$ cat src/rtl/sha3_absorb_ctrl.sv
// SHA-3 absorb controller: turns a 64-bit message stream into rate-block lane writes,
// applies pad10*1 padding and sequences one permutation handshake per block.
module sha3_absorb_ctrl #(
    parameter int RATE_LANES = 17
) (
    input  logic        ACLK,
    input  logic        ARESETn,
    input  logic        s_tvalid,
    output logic        s_tready,
    input  logic [63:0] s_tdata,
    input  logic        s_tlast,
    input  logic [2:0]  s_tuser,
    output logic        lane_we,
    output logic [4:0]  lane_addr,
    output logic [63:0] lane_data,
    output logic        blk_go,
    output logic        blk_last,
    input  logic        perm_done,
    output logic        msg_done
);

    typedef enum logic [1:0] {
        ABSORB,
        PADLANE,
        ZFILL,
        PERM
    } state_t;

    localparam logic [4:0]  LAST_LANE = 5'(RATE_LANES - 1);
    localparam logic [63:0] PAD_LANE  = 64'h0100_0000_0000_0000;
    localparam logic [63:0] END_BIT   = 64'h0000_0000_0000_0080;

    state_t      state_q, state_d;
    logic [4:0]  lane_cnt_q, lane_cnt_d;
    logic        pad_pend_q, pad_pend_d;
    logic        s_tready_q, s_tready_d;
    logic        lane_we_q, lane_we_d;
    logic [4:0]  lane_addr_q, lane_addr_d;
    logic [63:0] lane_data_q, lane_data_d;
    logic        blk_go_q, blk_go_d;
    logic        blk_last_q, blk_last_d;
    logic        msg_done_q, msg_done_d;

    logic        at_last;
    logic        accept;
    logic        perm_ok;

    // Keep the first nbytes bytes (MSB first), put the 0x01 pad byte right after them.
    function automatic logic [63:0] pad_partial(input logic [63:0] data,
                                                input logic [2:0]  nbytes);
        logic [63:0] keep;
        keep = ~(64'hFFFF_FFFF_FFFF_FFFF >> {nbytes, 3'b000});
        return (data & keep) | (PAD_LANE >> {nbytes, 3'b000});
    endfunction

    assign at_last = (lane_cnt_q == LAST_LANE);
    assign accept  = s_tvalid && s_tready_q;
    // The core's pulse only counts once blk_go has been seen by it.
    assign perm_ok = perm_done && !lane_we_q && !blk_go_q;

    always_comb begin
        // NOTE: every _d gets a default here so no path through the case infers a latch.
        state_d     = state_q;
        lane_cnt_d  = lane_cnt_q;
        pad_pend_d  = pad_pend_q;
        lane_we_d   = 1'b0;
        lane_addr_d = lane_addr_q;
        lane_data_d = lane_data_q;
        blk_go_d    = 1'b0;
        blk_last_d  = blk_last_q;
        msg_done_d  = 1'b0;

        unique case (state_q)
            ABSORB: begin
                if (accept) begin
                    lane_we_d   = 1'b1;
                    lane_addr_d = lane_cnt_q;
                    lane_cnt_d  = at_last ? lane_cnt_q : lane_cnt_q + 5'd1;
                    if (!s_tlast) begin
                        lane_data_d = s_tdata;
                        if (at_last) begin
                            state_d    = PERM;
                            blk_last_d = 1'b0;
                        end
                    end else if (s_tuser != 3'd0) begin
                        lane_data_d = pad_partial(s_tdata, s_tuser) | (at_last ? END_BIT : 64'd0);
                        if (at_last) begin
                            state_d    = PERM;
                            blk_last_d = 1'b1;
                        end else begin
                            state_d = ZFILL;
                        end
                    end else begin
                        lane_data_d = s_tdata;
                        if (at_last) begin
                            // Full final block: permute it, then pad into a fresh block.
                            state_d    = PERM;
                            blk_last_d = 1'b0;
                            pad_pend_d = 1'b1;
                        end else begin
                            state_d = PADLANE;
                        end
                    end
                end
            end

            PADLANE, ZFILL: begin
                lane_we_d   = 1'b1;
                lane_addr_d = lane_cnt_q;
                lane_data_d = ((state_q == PADLANE) ? PAD_LANE : 64'd0) |
                              (at_last ? END_BIT : 64'd0);
                if (at_last) begin
                    state_d    = PERM;
                    blk_last_d = 1'b1;
                end else begin
                    state_d    = ZFILL;
                    lane_cnt_d = lane_cnt_q + 5'd1;
                end
            end

            PERM: begin
                blk_go_d = lane_we_q;
                if (perm_ok) begin
                    lane_cnt_d = 5'd0;
                    blk_last_d = 1'b0;
                    if (blk_last_q) begin
                        msg_done_d = 1'b1;
                        state_d    = ABSORB;
                    end else if (pad_pend_q) begin
                        pad_pend_d = 1'b0;
                        state_d    = PADLANE;
                    end else begin
                        state_d = ABSORB;
                    end
                end
            end

            default: state_d = ABSORB;
        endcase

        s_tready_d = (state_d == ABSORB);
    end

    // NOTE: sequential state uses non-blocking assignments so all flops update together.
    always_ff @(posedge ACLK or negedge ARESETn) begin
        if (!ARESETn) begin
            state_q     <= ABSORB;
            lane_cnt_q  <= 5'd0;
            pad_pend_q  <= 1'b0;
            s_tready_q  <= 1'b0;
            lane_we_q   <= 1'b0;
            lane_addr_q <= 5'd0;
            lane_data_q <= 64'd0;
            blk_go_q    <= 1'b0;
            blk_last_q  <= 1'b0;
            msg_done_q  <= 1'b0;
        end else begin
            state_q     <= state_d;
            lane_cnt_q  <= lane_cnt_d;
            pad_pend_q  <= pad_pend_d;
            s_tready_q  <= s_tready_d;
            lane_we_q   <= lane_we_d;
            lane_addr_q <= lane_addr_d;
            lane_data_q <= lane_data_d;
            blk_go_q    <= blk_go_d;
            blk_last_q  <= blk_last_d;
            msg_done_q  <= msg_done_d;
        end
    end

    assign s_tready  = s_tready_q;
    assign lane_we   = lane_we_q;
    assign lane_addr = lane_addr_q;
    assign lane_data = lane_data_q;
    assign blk_go    = blk_go_q;
    assign blk_last  = blk_last_q;
    assign msg_done  = msg_done_q;

endmodule
$ cat config.mk
export PLATFORM = sky130hd
export DESIGN_NAME = sha3_absorb_ctrl
export DESIGN_NICKNAME = d
export VERILOG_FILES = /design/src/rtl/sha3_absorb_ctrl.sv
export SDC_FILE = /design/constraint.sdc
export NUM_CORES = 1
export LEC_CHECK = 0
export ABC_CLOCK_PERIOD_IN_PS = 2650
export CAP_MARGIN = 10
export CORE_ASPECT_RATIO = 1.25
export CORE_MARGIN = 3
export CORE_UTILIZATION = 30
export DETAILED_ROUTE_END_ITERATION = 8
export SETUP_SLACK_MARGIN = 0.1
export SLEW_MARGIN = 20
export SYNTH_ARGS = -nofsm -noshare
export SYNTH_HDL_FRONTEND = slang
export SYNTH_SLANG_ARGS = --single-unit
$ cat constraint.sdc
create_clock -name ACLK -period 2.65 [get_ports ACLK]
set_input_delay 0.53 -clock ACLK [delete_from_list [all_inputs] [get_ports ACLK]]
set_output_delay 0.53 -clock ACLK [all_outputs]
set_load 0.03 [all_outputs]
## Word level (Yosys, flattened, before mapping)

Index checks and enable logic that the tools add are counted.

- $add $sub $neg: 1
- Shift-type cells: 2
- Equality and inequality tests: 10
- Bitwise gates (word level): 5
- Reduce and logical (&&, ||, !) cells: 14
- Mux-type cells: 42

Operator list:

| operator | count |
|---|---|
| 64-bit 2-to-1 mux | 3 |
| 64-bit OR | 2 |
| 64-bit one-hot mux with 2 select lines | 1 |
| 64-bit AND | 1 |
| 64-bit inverter | 1 |
| 57-bit by 6-bit right shift with 64-bit output, first input constant | 1 |
| 64-bit by 6-bit right shift with 64-bit output, first input constant | 1 |
| 57-bit 2-to-1 mux | 1 |
| 57-bit by 8-bit OR with 57-bit output | 1 |
| 1-bit 2-to-1 mux | 20 |
| 5-bit 2-to-1 mux | 4 |
| 5-bit one-hot mux with 3 select lines | 1 |
| 2-bit 2-to-1 mux | 6 |
| 2-bit inequality test, second input constant | 6 |
| 5-bit one-hot mux with 2 select lines | 1 |
| 8-bit 2-to-1 mux | 1 |
| 7-bit AND reduction | 1 |
| 2-bit one-hot mux with 3 select lines | 1 |
| 5-bit by 1-bit adder with 5-bit output, second input constant | 1 |
| 5-bit equality test, second input constant | 1 |
| 2-bit equality test, second input constant | 2 |
| 2-bit zero test | 2 |
| 1-bit one-hot mux with 2 select lines | 2 |
| 2-bit AND reduction | 2 |
| 7 further kinds | 11 |

- Input bits: 72
- Output and inout bits: 74
- Logic and storage cells: 84
- Register bits: 82

## Longest topological paths before layout

- Depth in word-level cells: 9
- Depth in mapped cells: 8
- Gate-level depth less buffers: 6

## Worst setup path after synthesis

No wires, ideal clock.

- Kind: reg-to-reg
- Start point: register state_q[0]
- End point: register lane_data_q[8], in the netlist lane_data[8]
- Data required time: 2,529 ps
- Data arrival time: 1,667 ps
- Clock period less this slack: 1,788 ps
- Path slack: 862 ps
- Cell stages (with the launch flop): 8
- Path through: dfrtp_1 inv_1 ha_1 a21boi_4 or2_2 buf_6 buf_2 a22o_1

- Longest elaborated chain between the ends: 4

Ends and longest elaborated chain:

| item | line | RTL |
|---|---|---|
| from (decl) | 33 | `state_t state_q, state_d;` |
| from (signal assigned) | 158 | `state_q <= state_d;` |
| 2-bit by 1-bit equality test with 1-bit output or 2-bit equality test (tied branches) | 73 | `unique case (state_q)` |
| 2-bit OR reduction | 73 |  |
| 2-bit nonzero test (no line) | -- |  |
| 2-bit AND reduction (no line) | -- |  |
| to (signal assigned) | 164 | `lane_data_q <= lane_data_d;` |
| to (decl) | 39 | `logic [63:0] lane_data_q, lane_data_d;` |

Several ways; a longest one is shown, not always the timed one.
A chain may end at the register's enable or synchronous reset.

## Worst setup path in the final report

- Start point: register state_q[0]
- End point: register lane_data_q[30], in the netlist lane_data[30]

Same word-level chain as after synthesis.

==> impl_summary.log <==
INFO  metric avgRoutedWirePerCell = 16.2 um
INFO  metric ant_nets = 0
INFO  metric core_ar = about 11000 um2
INFO  metric first_global_vias = ~3000
INFO  metric finish.instance_area = 5510 um2
INFO  metric synthesis.area_per_instance = approximately 12 um2
INFO  metric crit_chain = inv_1 -> ha_1 -> a21boi_4 -> or3_1 -> buf_4 -> a21oi_4 -> a22o_1
INFO  metric synth_seq_cells = just over 80
INFO  metric post_synth_cell_types = 51
INFO  metric yosys_top_cell_area_share = 0.574
INFO  metric grt_pass1_wl = between 15 and 20 mm
INFO  metric layout_min_cycle_time = about 2.1 ns
INFO  metric tritoncts = yes
INFO  metric yosysWarnings = 0
INFO  metric cts_buffer_depth = 2
INFO  metric placer_congestion_estimate = slightly below 0.8
INFO  metric relative_area_change_from_synthesis_to_final_layout = 54.2%
INFO  metric final-setup-viol-count = 0
INFO  metric cp_slowest_stage_delay = between 0.4 and 0.5 ns
INFO  metric min_period_over_period = 0.779
INFO  metric pwr_density_cell = between 1000 and 1500 nW/um2
INFO  metric internal-power = a little under 4 mW
INFO  metric tns = 0 ns
INFO  metric cts.root.buffer_cell = clkbuf_16
INFO  metric initial_core_util = 0.315
INFO  metric layout_setup_ws = just under 0.6 ns
INFO  metric drive_gt1_frac = 0.0964
INFO  metric global_route.overflow_total = 0
INFO  metric power.share.combinational = 0.519
INFO  metric seq_power_share = 0.296
INFO  metric drt_iter0_markers = approximately 140
INFO  metric proportion_of_synthesized_flip_flops_having_asynchronous_set_or_reset = 1.00
INFO  metric vdd_ir_drop_max = 0.541 mV
INFO  metric actual_transition_at_the_worst_max_transition_pin = roughly 0.52 ns
INFO  metric drt_drc_violations_left = 0
INFO  metric run_status = completed
INFO  metric dr.pass1.iters = 4
INFO  metric grt_antenna_before_repair = 0
INFO  metric arrival = 2.33 ns
INFO  metric cellLeakagePower = roughly 2.4 nW
INFO  metric dieHeight = approximately 130 um
INFO  metric netSwitchingPower = 2.84 mW
INFO  metric vias = between 2000 and 3000
INFO  metric io_buffers = approximately 150
INFO  metric gate_count_after_technology_mapping = slightly below 300
INFO  metric critical_path_required = 2.92 ns
INFO  metric timing.hold.worst.class = in2async
INFO  metric synth_area_leaders = dfrtp_1, a22o_1, nand2_1
INFO  metric fmaxAchievable = a little under 500 MHz
INFO  metric die_area = roughly 13000 um2
INFO  metric synth-seq-area-share = 0.574
INFO  metric clkTransAtPathRegs = roughly 0.060 ns
INFO  metric die_w = 104 um
INFO  metric cts_made_buffers = 9
INFO  metric final_cell_count_no_fill = about 600
INFO  metric maxSlewHeadroom = 0.653
INFO  metric worst_path_max_delay_cell = dfrtp_1
INFO  metric nNetsFinal = between 500 and 600
INFO  metric edff_count_synth = 0
INFO  metric critical_path_class = reg2reg
INFO  metric placedCellCount = around 590
INFO  metric critical_path.max_fanout = 10
INFO  metric critical_path.endpoint_type = flop
INFO  metric final_hold_vios = 0
INFO  metric cts_hold_buffers = 0
INFO  metric clock_network_latency_to_the_later_pin_of_the_worst_skew_pair = between 0.3 and 0.4 ns
INFO  metric ioPinCount = roughly 150
INFO  metric antenna_cells_inserted = 0
INFO  metric synth_top_flop_cell = dfrtp_1
INFO  metric p_sw_frac = 0.417
INFO  metric synth_nets = roughly 370
INFO  metric finalPower = 6.80 mW
INFO  metric synth.cell_area = roughly 3600 um2
INFO  metric wl = 9.79 mm
INFO  metric clock_power_share = 0.184
INFO  metric avgViaCountPerCell = 4.85
INFO  metric dp.final_hpwl = around 7.3 mm
INFO  metric post-synth-top-area-cell = dfrtp_1
INFO  metric rsz_0062_raised_after_global_routing = no
INFO  metric drv_cap = 0
INFO  metric cts_resized = 0
INFO  metric floorplan.rows = between 40 and 50
INFO  metric numClockSinks = just over 80
INFO  metric skew = 0.00741 ns
INFO  metric count_of_h_tree_levels_built_during_cts = 3
INFO  metric post-place-ws = around 0.31 ns
INFO  metric grt_max_degree = between 40 and 50
INFO  metric worstSetupStartpointType = flop
INFO  metric report.final.slew_viol_count = 0
INFO  metric cts_setup_buffers = 0
INFO  metric grt.total_usage = 0.149
INFO  metric placed_cell_area = about 5200 um2
[worst max-delay path: cells and delay by family, from the launching register on]
| family | cells | cell delay, ns |
|---|---|---|
| compound gates | 3 | 0.64 |
| flops | 1 | 0.44 |
| fa+ha+maj | 1 | 0.26 |
| simple gates | 1 | 0.33 |
| buf+inv | 2 | 0.33 |
[power groups by stage]
stage	Sequential, mW	Clock, mW	Combinational (mW)
finish	2.01	1.25	3.53
global route	2.07	1.35	3.81
CTS	2.02	1.30	3.58
detailed placement	2.03	0	3.57
global placement	2.03	0	3.53
floorplan	2.75	0	1.50
[registers in the layout, indices dropped and copies added (netlist names), named ones only]
register    flops
lane_addr       5
msg_done        1
s_tready        1
blk_go          1
lane_cnt_q      5
pad_pend_q      1
state_q         2
lane_we         1
lane_data      64
[worst paths after layout]
kind	start	end	slack, ns	cells past startpoint
min in group ACLK	lane_data[63]	lane_data[63]	0.48	2
max in group asynchronous	ARESETn	lane_data[16]	1.87	2
min reg2reg	lane_data[63]	lane_data[63]	0.48	2
max reg2reg	state_q[0]	lane_data[30]	0.59	7
min	ARESETn	msg_done	0.16	1
max	state_q[0]	lane_data[30]	0.59	7
[metrics by stage]
stage                     utilization  hold WS [ns]
after detailed placement        0.459         0.462
after global placement          0.459         0.463
after floorplan                     -         0.234
after global routing            0.485         0.193
final                           0.485         0.161
after CTS                       0.485         0.177
[placed cells by master (no fill, tap or decap), drive strengths merged, types with 4 or more instances in the layout]
cell type	instances
inv	6
clkinv	4
nand2b	8
a21o	4
nand2	31
a21oi	11
buf	10
clkdlybuf4s50	144
dfrtp	82
o21ai	16
nor2	13
clkbuf	9
ha	6
a22o	52
[synthesized netlist by cell type (2+ instances only)]
master / n
xnor2_1: 3
o41ai_1: 2
a31oi_1: 2
o21ai_0: 16
nand2b_1: 8
nand3b_1: 2
nor2_1: 10
buf_2: 11
or2_2: 2
nand2_1: 31
clkbuf_1: 3
mux2i_1: 3
nor2_4: 3
a21o_1: 4
a21oi_4: 4
nor4b_2: 2
ha_1: 6
inv_1: 5
dfrtp_1: 82
a22o_1: 52
nor3b_1: 2
buf_6: 2
a21oi_1: 6
and2_1: 3
a211oi_2: 2
o31ai_1: 2
nand3_1: 3
[layer usage]
metal / vias to the layer above / GRT usage / routed length [um]
li1: 1377 / - / -
met1: 1434 / 0.184 / 4190
met2: 96 / 0.242 / 4780
met3: 15 / 0.0494 / 625
met4: 0 / 0.0579 / 194
met5: - / 0 / 0
[kinds of logic (layout without fill, tap and decap cells)]
kind of cell | count (synthesis) | in the layout | share of synthesized area
fa+ha+maj | 6 | 6 | 0.0210
compound gates | 101 | 101 | 0.234
xor+xnor | 3 | 3 | 0.00735
simple gates | 75 | 75 | 0.117
buf+inv | 24 | 175 | 0.0347
mux | 4 | 4 | 0.0116
flops | 82 | 82 | 0.574
[cell type report]
type | count | area [um2]
timing repair buffer | 154 | 1540
inverter | 5 | 18.8
fill | 1048 | 5840
multi-input combinational | 189 | 1400
sequential | 82 | 2050
clock inverter | 7 | 77.6
tap | 157 | 196
clock buffer | 9 | 225
No activity file was read; power rests on OpenSTA's default activity.
